[src/rtl/demux_1x4_nbit_buf_pkg.sv]
// -----------------------------------------------------------------------------
// demux_pkg
//   Shared definitions for the buffered 1-to-4 demultiplexer.
//
//   NUM_LANES   : number of output lanes fed by the demux.
//   lane_sel_t  : 2-bit lane index, used for the external select, the
//                 round-robin pointer and the resolved lane select.
//   lane_onehot : expands a lane index into a one-hot lane mask.
// -----------------------------------------------------------------------------
package demux_pkg;

  localparam int NUM_LANES = 4;

  typedef logic [1:0] lane_sel_t;

  // One-hot lane mask for a lane index; bit k set <=> lane k addressed.
  function automatic logic [NUM_LANES-1:0] lane_onehot(input lane_sel_t lane);
    logic [NUM_LANES-1:0] mask;
    mask = '0;
    mask[lane] = 1'b1;
    return mask;
  endfunction

endpackage : demux_pkg

[src/rtl/demux_1x4_nbit_buf_lane_buf.sv]
// -----------------------------------------------------------------------------
// lane_buf_nbit
//   One-entry holding register for a single output lane of the demux.
//
//   clk        : system clock, state updates on the rising edge.
//   reset_n    : asynchronous active-low reset; empties the lane, clears data.
//   fill       : load fill_data this cycle (only raised when the lane can
//                take a word, i.e. it is empty or draining this cycle).
//   fill_data  : word to load.
//   out_ready  : consumer takes the held word this cycle.
//   valid      : lane holds an undelivered word.
//   data       : held word; keeps its last value after being drained.
// -----------------------------------------------------------------------------
module lane_buf_nbit #(
  parameter int N = 3
) (
  input  logic         clk,
  input  logic         reset_n,
  input  logic         fill,
  input  logic [N-1:0] fill_data,
  input  logic         out_ready,
  output logic         valid,
  output logic [N-1:0] data
);

  logic         valid_q;
  logic         valid_d;
  logic [N-1:0] data_q;
  logic [N-1:0] data_d;

  always_comb begin
    valid_d = valid_q;
    data_d  = data_q;
    if (fill) begin
      // A fill wins over a simultaneous drain, so the lane stays valid and
      // sustains one word per cycle behind an always-ready consumer.
      valid_d = 1'b1;
      data_d  = fill_data;
    end else if (valid_q && out_ready) begin
      // Drain leaves the data register untouched on purpose.
      valid_d = 1'b0;
    end
  end

  always_ff @(posedge clk or negedge reset_n) begin
    if (!reset_n) begin
      valid_q <= 1'b0;
      data_q  <= '0;
    end else begin
      valid_q <= valid_d;
      data_q  <= data_d;
    end
  end

  assign valid = valid_q;
  assign data  = data_q;

endmodule : lane_buf_nbit

[src/rtl/demux_1x4_nbit_buf.sv]
// -----------------------------------------------------------------------------
// demux_1x4_nbit_buf
//   Buffered 1-to-4 demultiplexer. One N-bit valid/ready input stream is
//   steered, word by word, into one of four one-entry lane buffers, each with
//   its own valid/ready handshake toward an independent consumer.
//
//   Parameters
//     N           : data width of the input and every lane.
//     ROUND_ROBIN : 0 -> lane chosen by s; 1 -> lane chosen by ptr.
//
//   Ports
//     clk                  : system clock.
//     reset_n              : asynchronous active-low reset.
//     in_data/in_valid     : producer word and its valid.
//     in_ready             : block accepts in_data this cycle.
//     s                    : external lane select (used when ROUND_ROBIN=0).
//     out_data0..3         : lane holding-register contents.
//     out_valid[k]         : lane k holds an undelivered word.
//     out_ready[k]         : consumer k takes lane k's word this cycle.
//     ptr                  : accept counter mod 4; the lane select when
//                            ROUND_ROBIN=1.
// -----------------------------------------------------------------------------
module demux_1x4_nbit_buf
  import demux_pkg::*;
#(
  parameter int N           = 3,
  parameter int ROUND_ROBIN = 0
) (
  input  logic                 clk,
  input  logic                 reset_n,
  input  logic [N-1:0]         in_data,
  input  logic                 in_valid,
  output logic                 in_ready,
  input  lane_sel_t            s,
  output logic [N-1:0]         out_data0,
  output logic [N-1:0]         out_data1,
  output logic [N-1:0]         out_data2,
  output logic [N-1:0]         out_data3,
  output logic [NUM_LANES-1:0] out_valid,
  input  logic [NUM_LANES-1:0] out_ready,
  output lane_sel_t            ptr
);

  lane_sel_t            sel;
  lane_sel_t            ptr_q;
  lane_sel_t            ptr_d;
  logic                 accept;
  logic [NUM_LANES-1:0] fill;
  logic [N-1:0]         lane_data [NUM_LANES];

  // Resolved lane for this cycle.
  always_comb begin
    if (ROUND_ROBIN != 0) begin
      sel = ptr_q;
    end else begin
      sel = s;
    end
  end

  // Ready is a combinational pass-through of the selected consumer's ready,
  // so a full lane whose consumer is taking its word can be refilled in the
  // same cycle. Gated by reset_n so nothing is accepted while in reset.
  assign in_ready = reset_n & (~out_valid[sel] | out_ready[sel]);
  assign accept   = in_valid & in_ready;
  assign fill     = accept ? lane_onehot(sel) : '0;

  // ptr counts accepts mod 4 regardless of the selection mode.
  always_comb begin
    ptr_d = ptr_q;
    if (accept) begin
      ptr_d = lane_sel_t'(ptr_q + 2'd1);
    end
  end

  always_ff @(posedge clk or negedge reset_n) begin
    if (!reset_n) begin
      ptr_q <= '0;
    end else begin
      ptr_q <= ptr_d;
    end
  end

  assign ptr = ptr_q;

  for (genvar gi = 0; gi < NUM_LANES; gi++) begin : g_lane
    lane_buf_nbit #(
      .N (N)
    ) u_lane (
      .clk       (clk),
      .reset_n   (reset_n),
      .fill      (fill[gi]),
      .fill_data (in_data),
      .out_ready (out_ready[gi]),
      .valid     (out_valid[gi]),
      .data      (lane_data[gi])
    );
  end

  assign out_data0 = lane_data[0];
  assign out_data1 = lane_data[1];
  assign out_data2 = lane_data[2];
  assign out_data3 = lane_data[3];

endmodule : demux_1x4_nbit_buf

[config.mk]
export PLATFORM = sky130hd
export DESIGN_NAME = demux_1x4_nbit_buf
export DESIGN_NICKNAME = d
export VERILOG_FILES = /design/src/rtl/demux_1x4_nbit_buf_pkg.sv /design/src/rtl/demux_1x4_nbit_buf_lane_buf.sv /design/src/rtl/demux_1x4_nbit_buf.sv
export SDC_FILE = /design/constraint.sdc
export NUM_CORES = 1
export LEC_CHECK = 0
export ABC_AREA = 1
export BUFFER_PORTS_ARGS = -buffer_cell sky130_fd_sc_hd__buf_2
export CORE_UTILIZATION = 30
export CTS_CLUSTER_DIAMETER = 60
export DETAILED_ROUTE_END_ITERATION = 6
export GPL_TIMING_DRIVEN = 0
export SYNTH_ARGS = -nofsm -noshare
export SYNTH_HDL_FRONTEND = slang
export SYNTH_HIERARCHICAL = 1
export SYNTH_SLANG_ARGS = --single-unit
[constraint.sdc]
create_clock -name clk -period 1.6 [get_ports clk]
set_input_delay 0.16 -clock clk [delete_from_list [all_inputs] [get_ports clk]]
set_output_delay 0.16 -clock clk [all_outputs]
set_load 0.03 [all_outputs]
==> impl_metrics.ini <==
[status]
outcome = complete, no violations

[clock_network]
cts_tree = yes
postCtsSetupBuffers = 0
cts.path.max_buffers = 2
clkTransAtPathRegs_ns = 0.10
cts.sinks = 18
cts-root-buf = clkbuf_4
cts_max_level = 1
cts-buffers-inserted = 3
insertion_delay_ns = 0.29

[sta]
tightest_slew_ns = 0.788
setup_violations = 0
rsz0062_at_grt = false
slew_violations = 0
skew_ns = 0.00474
finalCritPeriodShare_pct = 91.2
setup_slack_ns = 0.142
post-route-min-period_ns = 1.46
finalSetupTns_ns = 0
fmaxAchievable_mhz = 686
hold_viol_final = 0
max-slew-margin-rel_pct = 47.3

[setup_path]
cp.arrival_ns = 1.30
cp_max_fo = 3
crit_type = flop to primary output
start_kind = flop
r2r_setup_slack_ns = 0.15
crit_required_ns = 1.44
worstSetupEndpointType = primary output

[detailed_routing]
wl_per_cell_um = 10.5
ant_nets = 0
drc = 0
avgViaCountPerCell = 4.36
routed_wl_mm = 1.82
dr_total_vias = 755
drt_first_pass_iters = 4
first_iter_violations = 4

[synthesis]
synth.distinct_cells = 13
synthCells = 109
syn-num-nets = 121
avgSynthCellArea_sq_um = 7.67
synth_warnings = 6
synth_area_sq_um = 836
yosysSeqAreaShare_pct = 53.9
synth-seq-cells = 18

[grt]
grt_max_degree = 19
grt_usage_pct = 13.8
grt_pass1_vias = 678
grt_pass1_wl_mm = 2.85
grt-ovfl-total = 0
antenna_found_initial = 0

[cells_and_area]
multi_input_area_sq_um = 334
final_util_pct = 42.0
num-nets-final = 156
syn_to_final_growth_pct = 28.0
antennaDiodeCount = 0
nFillCells = 276
drive_gt1_share_pct = 31.5
seqCellArea_sq_um = 450

[worst_hold_path]
hold_class = input pin to flop

[placed_design]
dp_hpwl_mm = 1.39
place_congestion = 0.819
preCtsSetupSlack_ns = 0.146
io_buffers = 29

[floorplanning]
die_h_um = 54.8
die_x_um = 54.8
num_rows = 18
core_area_sq_um = 2540
die_area_sq_um = 3000
io_pins = 31
start_util_pct = 32.8

[pwr]
powerDensity_nw_per_um2 = 1220
vdd_ir_drop_max_v = 0.000592
p_leak_nw = 0.649

[job]
max-cap-violations = 0
[worst max-delay path, stage by stage, from the launching register on]
cell	delay, ns
dfrtp_1	0.42
nand2_1	0.08
nand2_1	0.04
nand2_1	0.05
nand2_1	0.07
a21boi_1	0.14
buf_2	0.21
[stage by stage]
step           power [mW]  instance area, sq um  hold WS (ns)  instances
2_1_floorplan       0.894                   836        -0.136        109
3_3_place_gp         1.03                  1020         0.140        168
3_5_place_dp         1.04                  1020         0.148        168
4_1_cts              1.33                  1060         0.101        173
5_1_grt              1.39                  1070         0.108        173
6_report             1.31                  1070         0.118        173
[cells in the mapped netlist]
cell,instances,area (sq um)
nor2_2,1,6.26
inv_1,6,22.5
nand2_2,1,6.26
nand3_1,3,15.0
buf_6,1,11.3
inv_2,6,22.5
nand3_4,1,17.5
xor2_1,1,8.76
dfrtp_1,18,450
nor2_1,5,18.8
a21boi_0,1,7.51
nand4_1,2,12.5
nand2_1,63,236
[area by class of cell]
class / count / share of cell area [%]
multi-input combinational: 78 / 31.2
clock buffer: 4 / 3.39
timing repair buffer: 30 / 14.5
sequential: 18 / 42.1
inverter: 12 / 4.21
buffer: 1 / 1.05
tap: 30 / 3.51
[layout by cell type (no fill, tap or decap)]
cell type and instances:
nand3_1 3, nor2_2 3, inv_1 6, nand2_2 1
nand3_4 1, clkbuf_8 1, clkbuf_4 3, xor2_1 1
a21boi_1 1, nor2_1 3, dlygate4sd3_1 1, inv_2 6
buf_2 29, nand4_1 2, buf_6 1, dfrtp_1 18
nand2_1 63
[power by group]
group	leakage, nW	internal (mW)	switching (mW)
logic	0.398	0.128	0.310
registers	0.230	0.540	0.0531
clock network	0.0210	0.138	0.138
total	0.649	0.807	0.501
[registers in the layout, indices dropped and copies added, names as in the netlist]
| name | cells |
|---|---|
| g_lane.u_lane/valid | 4 |
| g_lane.u_lane/data | 12 |
| ptr | 2 |
[path summary, 6_finish.rpt]
| kind | startpoint | to | depth (start not counted) |
|---|---|---|---|
| min in group asynchronous | reset_n | g_lane[1].u_lane/data[1]$_DFFE_PN0P_ | 2 |
| worst max-delay path | g_lane[0].u_lane/valid$_DFFE_PN0P_ | in_ready | 6 |
| worst min-delay path | out_ready[3] | g_lane[3].u_lane/valid$_DFFE_PN0P_ | 4 |
| max in group asynchronous | reset_n | g_lane[3].u_lane/data[0]$_DFFE_PN0P_ | 2 |
| worst max register to register | g_lane[0].u_lane/valid$_DFFE_PN0P_ | g_lane[3].u_lane/data[0]$_DFFE_PN0P_ | 10 |
| worst min register to register | g_lane[3].u_lane/data[1]$_DFFE_PN0P_ | g_lane[3].u_lane/data[1]$_DFFE_PN0P_ | 2 |
[per-layer routing]
layer | track usage (%) | up-vias | share of wire, %
li1 | - | 393 | -
met1 | 17.1 | 345 | 46
met2 | 22.7 | 15 | 48
met3 | 2.50 | 2 | 5.0
met4 | 6.41 | 0 | 0.39
met5 | 0 | - | 0
[cells by family after synthesis]
family	share of synthesized area [%]
compound gates	0.899
xor+xnor	1.05
buf+inv	6.74
flops	53.9
simple gates	37.4
[repair_timing]
action,4_1_cts,5_1_grt
setup endpoints to repair,0,2
gates resized for setup,0,2
hold buffers,1,0
endpoints found under the hold margin,18,0
No activity file was read; power rests on OpenSTA's default activity.
